**src/rtl/mips_cpu_bus_pkg.sv**
```systemverilog
// Shared types for the MIPS CPU to Avalon-MM bus adapter.
//   size_e  : access width encoding carried on req_size
//   state_e : adapter FSM states (also exposed on the dbg_state port)
//   DEFAULT_TIMEOUT_CYCLES : default waitrequest budget, only meaningful
//                            when MIPS_CPU_BUS_TIMEOUT_EN is defined
//   access_misaligned()    : true when a request must be rejected without
//                            touching the bus
package mips_cpu_bus_pkg;

  typedef enum logic [1:0] {
    SIZE_BYTE = 2'd0,
    SIZE_HALF = 2'd1,
    SIZE_WORD = 2'd2,
    SIZE_RSVD = 2'd3
  } size_e;

  typedef enum logic [1:0] {
    ST_IDLE = 2'd0,
    ST_BUS  = 2'd1,
    ST_DONE = 2'd2
  } state_e;

  localparam int DEFAULT_TIMEOUT_CYCLES = 1024;

  // Reserved size is always rejected; halves need even, words need
  // word-aligned addresses.
  function automatic logic access_misaligned(input size_e size,
                                             input logic [1:0] addr_lo);
    logic bad;
    case (size)
      SIZE_BYTE: bad = 1'b0;
      SIZE_HALF: bad = addr_lo[0];
      SIZE_WORD: bad = |addr_lo;
      default:   bad = 1'b1;
    endcase
    return bad;
  endfunction

endpackage

```
**src/rtl/mips_cpu_bus_lane.sv**
```systemverilog
// Little-endian lane steering for the bus adapter (purely combinational).
//   size, addr_lo : access width and byte offset within the 32-bit word
//   is_signed     : sign-extend narrow loads instead of zero-extending
//   wdata         : right-aligned store data from the CPU
//   rdata_raw     : full bus word returned by the slave
//   byteenable    : Avalon byte lanes touched by the access
//   wdata_lanes   : store data replicated into every lane
//   rdata_ext     : selected load lane(s), extended to 32 bits
module mips_cpu_bus_lane
  import mips_cpu_bus_pkg::*;
(
  input  size_e       size,
  input  logic [1:0]  addr_lo,
  input  logic        is_signed,
  input  logic [31:0] wdata,
  input  logic [31:0] rdata_raw,
  output logic [3:0]  byteenable,
  output logic [31:0] wdata_lanes,
  output logic [31:0] rdata_ext
);

  logic [7:0]  byte_sel;
  logic [15:0] half_sel;

  // Byte k lives at [8k+7:8k]; halves only ever sit at offset 0 or 2.
  assign byte_sel = rdata_raw[{addr_lo, 3'b000} +: 8];
  assign half_sel = rdata_raw[{addr_lo[1], 4'b0000} +: 16];

  always_comb begin
    byteenable  = 4'b0000;
    wdata_lanes = wdata;
    rdata_ext   = rdata_raw;
    case (size)
      SIZE_BYTE: begin
        byteenable  = 4'b0001 << addr_lo;
        wdata_lanes = {4{wdata[7:0]}};
        rdata_ext   = {{24{is_signed & byte_sel[7]}}, byte_sel};
      end
      SIZE_HALF: begin
        byteenable  = 4'b0011 << addr_lo;
        wdata_lanes = {2{wdata[15:0]}};
        rdata_ext   = {{16{is_signed & half_sel[15]}}, half_sel};
      end
      SIZE_WORD: begin
        byteenable = 4'b1111;
      end
      default: begin
        byteenable = 4'b0000;
        rdata_ext  = 32'h0;
      end
    endcase
  end

endmodule

```
**src/rtl/mips_cpu_bus_adapter.sv**
```systemverilog
// Adapts a single-outstanding MIPS load/store request port to an
// Avalon-MM master. One request at a time: IDLE accepts, BUS holds the
// strobe until waitrequest drops, DONE pulses resp_valid for one cycle.
//   clk, reset      : clock, synchronous active-high reset
//   req_*           : CPU request (sampled only while req_ready=1)
//   resp_*          : one-cycle completion with extended load data / error
//   avm_*           : Avalon-MM master (registered outputs)
//   dbg_state       : current FSM state, for observation only
// Optional feature: define MIPS_CPU_BUS_TIMEOUT_EN to abort a transfer
// after TIMEOUT_CYCLES consecutive waitrequest-high cycles in BUS.
//
// Handshake: a request transfers on a rising edge where req_valid=1 and
// req_ready=1; a bus transfer completes on a rising edge in BUS where
// the strobe is high and avm_waitrequest=0.
module mips_cpu_bus_adapter
  import mips_cpu_bus_pkg::*;
#(
  parameter int TIMEOUT_CYCLES = DEFAULT_TIMEOUT_CYCLES
) (
  input  logic        clk,
  input  logic        reset,
  input  logic        req_valid,
  output logic        req_ready,
  input  logic        req_write,
  input  logic [1:0]  req_size,
  input  logic        req_signed,
  input  logic [31:0] req_addr,
  input  logic [31:0] req_wdata,
  output logic        resp_valid,
  output logic [31:0] resp_rdata,
  output logic        resp_error,
  output logic [31:0] avm_address,
  output logic        avm_read,
  output logic        avm_write,
  output logic [31:0] avm_writedata,
  output logic [3:0]  avm_byteenable,
  input  logic        avm_waitrequest,
  input  logic [31:0] avm_readdata,
  output state_e      dbg_state
);

  state_e      state_q, state_d;
  logic        avm_read_q, avm_read_d;
  logic        avm_write_q, avm_write_d;
  logic [31:0] avm_address_q, avm_address_d;
  logic [31:0] avm_writedata_q, avm_writedata_d;
  logic [3:0]  avm_byteenable_q, avm_byteenable_d;
  logic        resp_valid_q, resp_valid_d;
  logic [31:0] resp_rdata_q, resp_rdata_d;
  logic        resp_error_q, resp_error_d;

  // Captured request fields needed after IDLE (address and store data
  // live in the avm_* registers themselves).
  size_e       cap_size_q, cap_size_d;
  logic        cap_signed_q, cap_signed_d;
  logic [1:0]  cap_addr_lo_q, cap_addr_lo_d;

  size_e       req_size_e;
  size_e       lane_size;
  logic [1:0]  lane_addr_lo;
  logic [3:0]  lane_be;
  logic [31:0] lane_wdata;
  logic [31:0] lane_rdata;

`ifdef MIPS_CPU_BUS_TIMEOUT_EN
  localparam int CNT_W = $clog2(TIMEOUT_CYCLES + 1);
  logic [CNT_W-1:0] timeout_cnt_q, timeout_cnt_d;
`else
  logic unused_timeout_param;
  assign unused_timeout_param = (TIMEOUT_CYCLES > 0);
`endif

  assign req_size_e = size_e'(req_size);

  // One lane unit serves both phases: in IDLE it shapes the incoming
  // store, afterwards it extracts the load using the captured fields.
  assign lane_size    = (state_q == ST_IDLE) ? req_size_e : cap_size_q;
  assign lane_addr_lo = (state_q == ST_IDLE) ? req_addr[1:0] : cap_addr_lo_q;

  mips_cpu_bus_lane u_lane (
    .size        (lane_size),
    .addr_lo     (lane_addr_lo),
    .is_signed   (cap_signed_q),
    .wdata       (req_wdata),
    .rdata_raw   (avm_readdata),
    .byteenable  (lane_be),
    .wdata_lanes (lane_wdata),
    .rdata_ext   (lane_rdata)
  );

  always_comb begin
    state_d          = state_q;
    avm_read_d       = avm_read_q;
    avm_write_d      = avm_write_q;
    avm_address_d    = avm_address_q;
    avm_writedata_d  = avm_writedata_q;
    avm_byteenable_d = avm_byteenable_q;
    cap_size_d       = cap_size_q;
    cap_signed_d     = cap_signed_q;
    cap_addr_lo_d    = cap_addr_lo_q;
    // Response fields are a pulse: cleared unless this edge completes.
    resp_valid_d     = 1'b0;
    resp_rdata_d     = 32'h0;
    resp_error_d     = 1'b0;
`ifdef MIPS_CPU_BUS_TIMEOUT_EN
    timeout_cnt_d    = timeout_cnt_q;
`endif

    case (state_q)
      ST_IDLE: begin
        if (req_valid) begin
          cap_size_d    = req_size_e;
          cap_signed_d  = req_signed;
          cap_addr_lo_d = req_addr[1:0];
          if (access_misaligned(req_size_e, req_addr[1:0])) begin
            // Rejected without a bus cycle.
            state_d      = ST_DONE;
            resp_valid_d = 1'b1;
            resp_error_d = 1'b1;
          end else begin
            state_d          = ST_BUS;
            avm_address_d    = {req_addr[31:2], 2'b00};
            avm_writedata_d  = lane_wdata;
            avm_byteenable_d = lane_be;
            avm_read_d       = ~req_write;
            avm_write_d      = req_write;
`ifdef MIPS_CPU_BUS_TIMEOUT_EN
            timeout_cnt_d    = '0;
`endif
          end
        end
      end

      ST_BUS: begin
        if (!avm_waitrequest) begin
          state_d      = ST_DONE;
          avm_read_d   = 1'b0;
          avm_write_d  = 1'b0;
          resp_valid_d = 1'b1;
          resp_rdata_d = avm_write_q ? 32'h0 : lane_rdata;
        end
`ifdef MIPS_CPU_BUS_TIMEOUT_EN
        else begin
          timeout_cnt_d = timeout_cnt_q + CNT_W'(1);
          if (timeout_cnt_d == CNT_W'(TIMEOUT_CYCLES)) begin
            state_d      = ST_DONE;
            avm_read_d   = 1'b0;
            avm_write_d  = 1'b0;
            resp_valid_d = 1'b1;
            resp_error_d = 1'b1;
          end
        end
`endif
      end

      ST_DONE: begin
        state_d = ST_IDLE;
      end

      default: begin
        state_d     = ST_IDLE;
        avm_read_d  = 1'b0;
        avm_write_d = 1'b0;
      end
    endcase
  end

  always_ff @(posedge clk) begin
    if (reset) begin
      state_q          <= ST_IDLE;
      avm_read_q       <= 1'b0;
      avm_write_q      <= 1'b0;
      avm_address_q    <= 32'h0;
      avm_writedata_q  <= 32'h0;
      avm_byteenable_q <= 4'b0000;
      resp_valid_q     <= 1'b0;
      resp_rdata_q     <= 32'h0;
      resp_error_q     <= 1'b0;
      cap_size_q       <= SIZE_BYTE;
      cap_signed_q     <= 1'b0;
      cap_addr_lo_q    <= 2'b00;
`ifdef MIPS_CPU_BUS_TIMEOUT_EN
      timeout_cnt_q    <= '0;
`endif
    end else begin
      state_q          <= state_d;
      avm_read_q       <= avm_read_d;
      avm_write_q      <= avm_write_d;
      avm_address_q    <= avm_address_d;
      avm_writedata_q  <= avm_writedata_d;
      avm_byteenable_q <= avm_byteenable_d;
      resp_valid_q     <= resp_valid_d;
      resp_rdata_q     <= resp_rdata_d;
      resp_error_q     <= resp_error_d;
      cap_size_q       <= cap_size_d;
      cap_signed_q     <= cap_signed_d;
      cap_addr_lo_q    <= cap_addr_lo_d;
`ifdef MIPS_CPU_BUS_TIMEOUT_EN
      timeout_cnt_q    <= timeout_cnt_d;
`endif
    end
  end

  assign req_ready      = (state_q == ST_IDLE);
  assign resp_valid     = resp_valid_q;
  assign resp_rdata     = resp_rdata_q;
  assign resp_error     = resp_error_q;
  assign avm_address    = avm_address_q;
  assign avm_read       = avm_read_q;
  assign avm_write      = avm_write_q;
  assign avm_writedata  = avm_writedata_q;
  assign avm_byteenable = avm_byteenable_q;
  assign dbg_state      = state_q;

endmodule

```
**config.mk**
```make
export PLATFORM = sky130hd
export DESIGN_NAME = mips_cpu_bus_adapter
export DESIGN_NICKNAME = d
export VERILOG_FILES = /design/src/rtl/mips_cpu_bus_pkg.sv /design/src/rtl/mips_cpu_bus_lane.sv /design/src/rtl/mips_cpu_bus_adapter.sv
export SDC_FILE = /design/constraint.sdc
export NUM_CORES = 1
export LEC_CHECK = 0
export BUFFER_PORTS_ARGS = -buffer_cell sky130_fd_sc_hd__buf_2
export CAP_MARGIN = 20
export CELL_PAD_IN_SITES_DETAIL_PLACEMENT = 2
export CELL_PAD_IN_SITES_GLOBAL_PLACEMENT = 2
export CORE_ASPECT_RATIO = 0.75
export CORE_MARGIN = 2
export CORE_UTILIZATION = 28
export DETAILED_ROUTE_END_ITERATION = 7
export GPL_TIMING_DRIVEN = 0
export PLACE_DENSITY = 0.91
export SKIP_CTS_REPAIR_TIMING = 1
export SLEW_MARGIN = 30
export SYNTH_ARGS = -nofsm -noshare
export SYNTH_HDL_FRONTEND = slang
export SYNTH_HIERARCHICAL = 1
export SYNTH_SLANG_ARGS = --single-unit
```
**constraint.sdc**
```tcl
create_clock -name clk -period 4.95 [get_ports clk]
set_clock_uncertainty 0.05 [all_clocks]
set_input_delay 0.2475 -clock clk [delete_from_list [all_inputs] [get_ports clk]]
set_output_delay 0.2475 -clock clk [all_outputs]
set_load 0.05 [all_outputs]
```
==> qor.txt <==
Yosys warning count: 6
Syn Std Cell Area: 0.00495 mm^2
worst IR drop on VDD: 144 uV
via count: 5035
Final Core Density: 0.376
CORE AREA: 0.0174 mm^2
Synth area leader: dfxtp_1
sequential element share of the synthesized area: 0.441
number of port buffers: 207
Final nets: 932
Final Hold Fails: 0
async set or reset register ratio after synthesis: 0
Initial Util: 0.283
num ports: 211
critical path endpoint category: flop
Clock Latency Late Sink: 0.36 ns
critical path data required time: 5.19 ns
Logic pwr share: 0.264
final WL: 19800 um
Iteration-0 DRC Markers: 203
Overflow after GRT: 0
DRT antenna net count: 0
DRC Markers: 0
min Tclk post-route: 2.99 ns
vias per cell: 4.68
CP Cell Sequence: buf_2 > nor2_1 > mux2_2 > buf_4 > nor2_2 > nand2_1 > o22ai_1 > and2_1
root buffer cell: clkbuf_16
Layout fillers: 2115
number of detailed-route iterations in the first pass: 4
initial antenna violation count: 1
Routed WL per cell: 18.4 um
row cnt: 42
post-synthesis mux area share: 0.0898
Post-Layout Inst Area: 0.00656 mm^2
TNS Setup: 0 ns
crit path max fanout: 10
Hold Crit Class: input port to flop
Tcrit/Tclk final: 0.604
Pwr Density: 336 mW/mm^2
Commonest cells post-synth: nand2_1 (171), dfxtp_1 (109), a21oi_1 (90)
sequential power share: 0.424
Switching Power: 0.000758 W
Die Ht: 119 um
DP HPWL: 15300 um
Final Setup Violations: 0
max-cap violations: 0
number of enable flip-flop cells after synthesis: 0
Cells after Synth: 609
FF+latch count, synth: 109
Pleak: 3.00 nW
Distinct cells, synth: 34
post-synthesis simple-gate area fraction: 0.229
Worst Setup Path Type: flop to flop
Max H-tree Level: 3
Slew @ Worst Pin: 0.635 ns
Worst Setup Start Kind: flop
Die ar.: 0.0188 mm^2
Worst EP arrival: 3.23 ns
CP max stage delay: 0.52 ns
Crit. path cell count: 8
pin count of the biggest net entering global routing: 18
clock transition at the registers of the reported paths: 0.07 ns
share of cells above drive strength 1: 0.345
RD Place Congestion: 0.826
total power: 0.00221 W
P&R area growth vs syn: 32.6%
outcome: complete, no violations
xor and xnor area share after synthesis: 0
main combinational cell family by area after synthesis: simple AND/OR/NAND/NOR gates
max-slew violations: 0
clk buf depth: 2
Synth Area in Compound Gates: 0.169
Synth area leaders: dfxtp_1 (44%), nand2_1 (13%), a21oi_1 (9.1%), mux2_2 (5.5%), and2_1 (4.2%)
Tot GR Track Use: 0.211
CTS Buf Count: 9
Hold Path Stages: 2
placed instance area: 0.00629 mm^2
first-pass GRT wire length: 30300 um
R2R cell count: 8
Non-Filler Instances: 1076
slew margin rel.: 0.577
CP delay by family, top: simple AND/OR/NAND/NOR gates
syn avg cell area: 8.12 um^2
crit path buf inv count: 2
DP Cell Count: 1059
unrepaired setup endpoints after global routing: no
share of the synthesized area in the top cell type: 0.441
vias in the first global route: 5366
top-count cell post-synth: nand2_1
Internal Power: 0.00145 W
Clock Sink Count: 109
Peak Freq: 334 MHz
slowest cell on the critical path: nor2_2
ys flop type: dfxtp_1
Synth Area in Adders: 0
CTS tree: built
Clk network pwr share: 0.312
sw frac: 0.344
DIE WIDTH: 157 um
==> cell families after synthesis <==
group	Yosys count
flops	109
mux	41
simple gates	249
other cells	1
compound gates	150
buf+inv	59
==> power groups by stage <==
stage	registers, W	clock network [W]	logic (W)
finish	0.000934	0.000689	0.000582
global route	0.000940	0.000746	0.000630
CTS	0.000935	0.000715	0.000586
detailed placement	0.000956	0	0.000582
global placement	0.000953	0	0.000566
floorplan	0.00108	0	0.000268
==> final timing paths <==
kind	from	to	slack [ns]
max reg2reg	dbg_state[1]	resp_rdata[0]	1.96
max	dbg_state[1]	resp_rdata[0]	1.96
min	req_write	avm_read	0.04
min reg2reg	avm_address[19]	avm_address[19]	0.41
==> area by class of cell <==
cell class	count	area, um^2	area share
clock inverters	6	40.0	0.00610
flip-flops and latches	109	2180	0.333
repair buffers	207	1040	0.158
plain buffers	57	339	0.0517
diodes	1	2.50	0.000381
inverters	2	7.51	0.00114
well taps	242	303	0.0462
clock buffers	10	229	0.0349
multi-input cells	442	2420	0.369
==> cells in the final DEF (no fill, tap or decap), drive strengths merged <==
cell type / instances
clkbuf: 31
and2: 33
a21oi: 90
o21a: 9
clkinv: 5
a31oi: 8
o31ai: 1
a32oi: 1
nor3b: 1
nand2b: 9
o22ai: 7
and3b: 8
a21boi: 2
o21ai: 28
nor3: 5
diode: 1
nor2: 13
a2bb2oi: 1
nor4b: 1
o2bb2ai: 3
conb: 2
or2: 1
mux2i: 17
nand3: 2
inv: 2
nand2: 171
clkinvlp: 1
nor2b: 5
dfxtp: 109
mux2: 24
buf: 243
==> sequential cells by signal, indices dropped and copies added, names as in the netlist <==
| register | count |
|---|---|
| resp_valid | 1 |
| resp_rdata | 32 |
| avm_writedata | 32 |
| avm_write | 1 |
| cap_addr_lo_q | 2 |
| cap_size_q | 2 |
| cap_signed_q | 1 |
| dbg_state | 2 |
| avm_read | 1 |
| avm_address | 30 |
| avm_byteenable | 4 |
| resp_error | 1 |
==> stage by stage <==
stage | worst slack [ns] | hold slack [ns]
detailed placement | 1.98 | 0.396
finish | 1.96 | 0.0414
CTS | 1.96 | 0.0188
global placement | 2.05 | 0.388
floorplan | 1.81 | 0.285
global route | 1.79 | 0.0394
==> worst reg2reg max path, stage by stage, from the launching register on <==
cell and delay [ns]:
dfxtp_1 0.31, buf_2 0.17, nor2_1 0.42, mux2_2 0.44, buf_4 0.18, nor2_2 0.52
nand2_1 0.34, o22ai_1 0.32, and2_1 0.18
==> routing by layer <==
| layer | vias to the layer above | global-route usage | wire length (um) |
|---|---|---|---|
| met5 | - | 0 | 13 |
| met4 | 2 | 0.0420 | 204 |
| met3 | 17 | 0.0549 | 1210 |
| met2 | 141 | 0.361 | 9520 |
| met1 | 2416 | 0.269 | 8810 |
| li1 | 2459 | - | - |
Power figures use the tool's default switching activity.
